==> src/rtl/rf_writeback_unit_pkg.sv <==
// rv32_pkg: shared constants and types for the register-file writeback path.
//   XLEN       - data width of results and register-file write data
//   REG_ADDR_W - register index width (32 architectural registers)
//   REG_ZERO   - index of the hard-wired zero register x0
//   wb_src_e   - identifies which producer owns the current write
package rv32_pkg;

   localparam int XLEN       = 32;
   localparam int REG_ADDR_W = 5;

   localparam logic [REG_ADDR_W-1:0] REG_ZERO = '0;

   typedef enum logic {
      WB_SRC_ALU = 1'b0,
      WB_SRC_LSU = 1'b1
   } wb_src_e;

endpackage

==> src/rtl/rf_writeback_unit_slot.sv <==
// wb_slot: one-entry holding buffer for a single writeback producer.
//   clk, rst  - clock, synchronous active-high reset (empties the slot)
//   valid_i   - producer presents a result
//   ready_o   - slot accepts this cycle: empty, or being drained by a grant
//   rd_i      - destination register of the presented result
//   data_i    - presented result value
//   grant_i   - arbiter drains the slot on this edge
//   full_o    - slot holds an entry
//   rd_o      - buffered destination register
//   data_o    - buffered result value
//
// Handshake: a transfer happens on a rising edge where valid_i && ready_o.
// ready_o depends only on registered state (full and the arbiter grant, which
// is itself derived from registered state) plus reset, so no combinational
// path exists from valid_i to ready_o.
module wb_slot #(
   parameter int XLEN   = 32,
   parameter int ADDR_W = 5
) (
   input  logic              clk,
   input  logic              rst,
   input  logic              valid_i,
   output logic              ready_o,
   input  logic [ADDR_W-1:0] rd_i,
   input  logic [XLEN-1:0]   data_i,
   input  logic              grant_i,
   output logic              full_o,
   output logic [ADDR_W-1:0] rd_o,
   output logic [XLEN-1:0]   data_o
);
   import rv32_pkg::*;

   logic              full_q, full_d;
   logic [ADDR_W-1:0] rd_q, rd_d;
   logic [XLEN-1:0]   data_q, data_d;
   logic              accept;
   logic              fill;

   assign ready_o = !rst && (!full_q || grant_i);
   assign accept  = valid_i && ready_o;
   // Writes to x0 complete the handshake but are dropped here, so they never
   // occupy the slot or reach the register file.
   assign fill    = accept && (rd_i != ADDR_W'(REG_ZERO));

   always_comb begin
      full_d = full_q;
      rd_d   = rd_q;
      data_d = data_q;
      if (fill) begin
         full_d = 1'b1;
         rd_d   = rd_i;
         data_d = data_i;
      end else if (grant_i) begin
         full_d = 1'b0;
      end
   end

   always_ff @(posedge clk) begin
      if (rst) begin
         full_q <= 1'b0;
         rd_q   <= '0;
         data_q <= '0;
      end else begin
         full_q <= full_d;
         rd_q   <= rd_d;
         data_q <= data_d;
      end
   end

   assign full_o = full_q;
   assign rd_o   = rd_q;
   assign data_o = data_q;

endmodule

==> src/rtl/rf_writeback_unit.sv <==
// rf_writeback_unit: collects ALU and LSU results and drives the register-file
// write port with at most one registered write per cycle.
//   clk, rst               - clock, synchronous active-high reset
//   alu_valid/alu_ready    - ALU result handshake; alu_rd, alu_result payload
//   lsu_valid/lsu_ready    - load data handshake; lsu_rd, lsu_data payload
//   write_enable           - registered register-file write strobe
//   write_addr, write_data - registered write index and value (hold when idle)
//   retire_count           - number of write_enable pulses, wraps at 2^32
//
// Handshake: each source transfers on a rising edge where valid && ready.
// ready never depends on valid in the same cycle.
//
// Arbitration: the LSU wins by default. starve_q counts consecutive LSU grants
// taken while the ALU slot was waiting; once it reaches STARVE_LIMIT with both
// slots full the ALU is forced through, which yields an LSU,...,ALU rotation
// of period STARVE_LIMIT+1 under sustained contention.
module rf_writeback_unit #(
   parameter int XLEN         = rv32_pkg::XLEN,
   parameter int ADDR_W       = rv32_pkg::REG_ADDR_W,
   parameter int STARVE_LIMIT = 3
) (
   input  logic              clk,
   input  logic              rst,
   input  logic              alu_valid,
   output logic              alu_ready,
   input  logic [ADDR_W-1:0] alu_rd,
   input  logic [XLEN-1:0]   alu_result,
   input  logic              lsu_valid,
   output logic              lsu_ready,
   input  logic [ADDR_W-1:0] lsu_rd,
   input  logic [XLEN-1:0]   lsu_data,
   output logic              write_enable,
   output logic [ADDR_W-1:0] write_addr,
   output logic [XLEN-1:0]   write_data,
   output logic [31:0]       retire_count
);
   import rv32_pkg::*;

   localparam logic [3:0] LIMIT = 4'(STARVE_LIMIT);

   logic              alu_full, lsu_full;
   logic [ADDR_W-1:0] alu_slot_rd, lsu_slot_rd;
   logic [XLEN-1:0]   alu_slot_data, lsu_slot_data;
   logic              grant_alu, grant_lsu, grant_any;
   wb_src_e           grant_src;

   logic [3:0]        starve_q, starve_d;
   logic              we_q, we_d;
   logic [ADDR_W-1:0] addr_q, addr_d;
   logic [XLEN-1:0]   data_q, data_d;
   logic [31:0]       retire_q, retire_d;

   wb_slot #(.XLEN(XLEN), .ADDR_W(ADDR_W)) u_alu_slot (
      .clk     (clk),
      .rst     (rst),
      .valid_i (alu_valid),
      .ready_o (alu_ready),
      .rd_i    (alu_rd),
      .data_i  (alu_result),
      .grant_i (grant_alu),
      .full_o  (alu_full),
      .rd_o    (alu_slot_rd),
      .data_o  (alu_slot_data)
   );

   wb_slot #(.XLEN(XLEN), .ADDR_W(ADDR_W)) u_lsu_slot (
      .clk     (clk),
      .rst     (rst),
      .valid_i (lsu_valid),
      .ready_o (lsu_ready),
      .rd_i    (lsu_rd),
      .data_i  (lsu_data),
      .grant_i (grant_lsu),
      .full_o  (lsu_full),
      .rd_o    (lsu_slot_rd),
      .data_o  (lsu_slot_data)
   );

   // Grant is a function of registered state only.
   always_comb begin
      grant_alu = alu_full && (!lsu_full || (starve_q == LIMIT));
      grant_lsu = lsu_full && !grant_alu;
      grant_any = grant_alu || grant_lsu;
      grant_src = grant_alu ? WB_SRC_ALU : WB_SRC_LSU;
   end

   always_comb begin
      starve_d = starve_q;
      if (grant_lsu && alu_full) begin
         starve_d = starve_q + 4'd1;
      end else if (grant_alu || !alu_full) begin
         starve_d = '0;
      end
   end

   // write_addr/write_data hold their last value on idle cycles; retire
   // counts alongside write_enable so the count includes the visible write.
   always_comb begin
      we_d     = grant_any;
      addr_d   = addr_q;
      data_d   = data_q;
      retire_d = retire_q;
      if (grant_any) begin
         retire_d = retire_q + 32'd1;
         if (grant_src == WB_SRC_ALU) begin
            addr_d = alu_slot_rd;
            data_d = alu_slot_data;
         end else begin
            addr_d = lsu_slot_rd;
            data_d = lsu_slot_data;
         end
      end
   end

   always_ff @(posedge clk) begin
      if (rst) begin
         starve_q <= '0;
         we_q     <= 1'b0;
         addr_q   <= '0;
         data_q   <= '0;
         retire_q <= '0;
      end else begin
         starve_q <= starve_d;
         we_q     <= we_d;
         addr_q   <= addr_d;
         data_q   <= data_d;
         retire_q <= retire_d;
      end
   end

   assign write_enable = we_q;
   assign write_addr   = addr_q;
   assign write_data   = data_q;
   assign retire_count = retire_q;

endmodule

==> config.mk <==
export PLATFORM = sky130hd
export DESIGN_NAME = rf_writeback_unit
export DESIGN_NICKNAME = d
export VERILOG_FILES = /design/src/rtl/rf_writeback_unit_pkg.sv /design/src/rtl/rf_writeback_unit_slot.sv /design/src/rtl/rf_writeback_unit.sv
export SDC_FILE = /design/constraint.sdc
export NUM_CORES = 1
export LEC_CHECK = 0
export ABC_CLOCK_PERIOD_IN_PS = 2300
export CORE_UTILIZATION = 51
export CTS_BUF_LIST = sky130_fd_sc_hd__clkbuf_8
export CTS_CLUSTER_DIAMETER = 150
export DETAILED_ROUTE_END_ITERATION = 6
export PLACE_DENSITY = 0.86
export SLEW_MARGIN = 20
export SYNTH_ARGS = -nofsm -noshare
export SYNTH_HDL_FRONTEND = slang
export SYNTH_SLANG_ARGS = --single-unit
==> constraint.sdc <==
create_clock -name clk -period 2.3 [get_ports clk]
set_input_delay 0.575 -clock clk [delete_from_list [all_inputs] [get_ports clk]]
set_output_delay 0.575 -clock clk [all_outputs]
set_load 0.005 [all_outputs]
==> results.md <==
- Status: finished, violations left
- Failing checks: setup timing
- DRT Wirelength: 17700 microns
- Max Cap Violations: 0
- First-pass GRT wire length: 28900 microns
- Antenna viol nets, final: 0
- Worst hold path type: register to register
- Min Tclk post-route: 2.32 ns
- Final hold slack: 0.472 ns
- Drt wl/cell: 16.6 microns
- # IOs: 150
- Synth Cell Area: 0.00629 sq mm
- P&R area growth vs syn: 34.7%
- DRC: 0
- Max Fclk: 431 MHz
- Synth Instances: 771
- Count leader, synth: dfxtp_1
- Vias/cell: 5.85
- Switch Pwr: 0.00140 W
- Reg2Reg Setup Slack: 0.10 ns
- Clock group share of total power: 38.0%
- Placer Congestion: 0.791
- Sum Neg Setup Slack: -0.0176 ns
- CP arrival: 1.74 ns
- Period utilization: 101%
- Port Buffers: 149
- Reg2Reg Depth: 8
- Main synth FF type: dfxtp_1
- Pwr/cell area: 666 mW/mm^2
- Die Ht: 113 microns
- Register area: 0.00301 sq mm
- Die ar.: 0.0128 sq mm
- Dpl ws: 0.0326 ns
- Distinct cells, synth: 46
- Initial detailed-routing violation count: 545
- Switch share: 24.8%
- Internal power: 0.00424 W
- Initial Util: 52.4%
- Async SR Flop Fraction: 0%
- Tightest Pin Transition: 0.483 ns
- Sequential Power Share: 49.4%
- Type of destination of the critical path: output port
- Skew-Pair Late Insertion Delay: 0.45 ns
- Vias: 6234
- Vias in the first global route: 5948
- TritonCTS clock tree: done
- Multi-input combinational cell area: 0.00300 sq mm
- CTS Hold Bufs: 0
- Clock skew: 0.00958 ns
- Hold EP: write_data[23]
- Part of the Yosys area used for sequential elements: 47.8%
- CTS H-tree depth: 4
- CTS sink cnt: 150
- Area after DPL: 0.00801 sq mm
- EDFF count, synth: 0
- Worst VDD drop: 387 uV
- Comb pwr share: 12.6%
- Setup ws final: -0.0176 ns
- Synth area leaders: dfxtp_1, a21oi_1, o21ai_0
- Max Transition Viols Final: 0
- Commonest cells in the synthesized netlist: dfxtp_1, nand2_1, a21oi_1
- Pleak: 2.86 nW
- Clock-pin slew on the worst setup and hold paths: 0.08 ns
- Dpl hpwl: 11200 microns
- Critical R2R Capture: u_alu_slot.data_o[15]
- Setup violations, final: 1
- Unrepaired setup endpoints after global routing: yes
- Finished layout cell area: 0.00847 sq mm
- Gr usage total: 28.5%
- Syn. warnings: 0
- Nets@finish: 987
- CP startpoint kind: register
- CTS root buf: clkbuf_8
- N_diodes: 0
- WHS Path Cells: 2
- Initial antenna violation count: 0
- Synthesized net count: 851
- CP required: 1.73 ns
- Gr ovfl total: 0
- Share of the synthesized area in the top cell type: 47.8%
- Fillers: 963
- Num CTS Buffers: 17
- Largest net degree at the start of global routing: 102
- Count of final hold-check violations: 0
- Max-slew headroom: 67.7%
- Clk buf depth: 2
- Yosys top cell by area: dfxtp_1
- Mapped Avg Cell Area: 8.16 sq um
- Min-delay src: u_lsu_slot.data_o[23]
- R2r startpoint: starve_q[0]
- Layout cell share with drive strength beyond 1: 10.1%
- CP Class: register to output port
- Critical path fanouts, max: 3
- Row count: 40
- Die Wd: 113 microns
- Core footprint: 0.0120 sq mm
- Number of synthesized register bits: 150
- DRT Pass-1 Iters: 5
## how the worst max path moves through the flow
stage / startpoint / cells past startpoint / endpoint
after floorplan: retire_count[0] / 6 / retire_count[26]
after global placement: starve_q[0] / 4 / alu_ready
after detailed placement: starve_q[0] / 4 / alu_ready
after CTS: starve_q[0] / 5 / lsu_ready
after global routing: starve_q[0] / 5 / lsu_ready
final: starve_q[0] / 5 / lsu_ready
## logic make-up after synthesis
family          share of synthesized area (%)
mux                                      1.41
flops                                    47.8
xor+xnor                                 1.95
compound gates                           21.0
buf+inv                                  5.29
simple gates                             22.2
fa+ha+maj                               0.398
## sequential cells by signal (all words and copies together) (netlist names)
| signal | count |
|---|---|
| retire_count | 32 |
| u_alu_slot.data_o | 32 |
| u_lsu_slot.data_o | 32 |
| write_data | 32 |
| u_alu_slot.rd_o | 5 |
| u_lsu_slot.rd_o | 5 |
| write_addr | 5 |
| starve_q | 4 |
| u_alu_slot.full_o | 1 |
| u_lsu_slot.full_o | 1 |
| write_enable | 1 |
## placed cells by master, fill, tap and decap left out, drive strengths merged, types with 2 or more instances in the layout
| cell type | count |
|---|---|
| or3 | 8 |
| and4 | 4 |
| o31ai | 5 |
| buf | 39 |
| clkbuf | 20 |
| or4 | 8 |
| clkdlybuf4s50 | 146 |
| nand2 | 95 |
| nor2 | 65 |
| xnor2 | 10 |
| bufinv | 3 |
| a21oi | 87 |
| nor2b | 9 |
| nor4 | 6 |
| inv | 13 |
| xor2 | 4 |
| o21ai | 83 |
| dfxtp | 150 |
| mux2 | 7 |
| nor3 | 9 |
| and2 | 3 |
| ha | 2 |
| clkinv | 5 |
| a311oi | 38 |
| nand4 | 9 |
| nand3 | 76 |
## final cells by class
type / instances / area share [%]
sequential: 150 / 35.5
multi-input combinational: 542 / 35.4
timing repair buffer: 185 / 21.4
clock buffer: 20 / 3.25
tap: 147 / 2.17
clock inverter: 11 / 1.77
inverter: 11 / 0.487
## worst max-delay path, cell delays in order, from the launching register on
cell and delay (ns):
dfxtp_2 0.34, ha_2 0.16, or3b_4 0.42, a21boi_4 0.16
a21oi_2 0.07, buf_2 0.14
## per-stage QoR
step	util, %	instances	power [W]
6_report	70.5	1066	0.00564
5_1_grt	70.5	1066	0.00586
4_1_cts	70.5	1066	0.00565
3_5_place_dp	66.7	1033	0.00355
3_3_place_gp	66.7	1033	0.00353
2_1_floorplan	-	771	0.00316
## routing by layer
metal	share of wire, %	track usage [%]	routed length (microns)	vias up
met5	0	0	0	-
met4	2.6	12.2	460	0
met3	7.0	6.21	1240	46
met2	48	47.4	8520	293
met1	42	35.8	7430	2888
li1	-	-	-	3007
## power by group through the flow
stage                     registers (W)  clock network, W  logic [W]
after CTS                       0.00279           0.00216   0.000708
after global routing            0.00280           0.00229   0.000771
final                           0.00279           0.00214   0.000712
after floorplan                 0.00284                 0   0.000317
after global placement          0.00284                 0   0.000689
after detailed placement        0.00285                 0   0.000702
## timing repair
action,CTS,global route
setup endpoints to repair,2,11
gates resized for setup,15,10
pin swaps,2,0
cloned,0,0
buffers inserted,2,0
No activity file was read; power rests on OpenSTA's default activity.
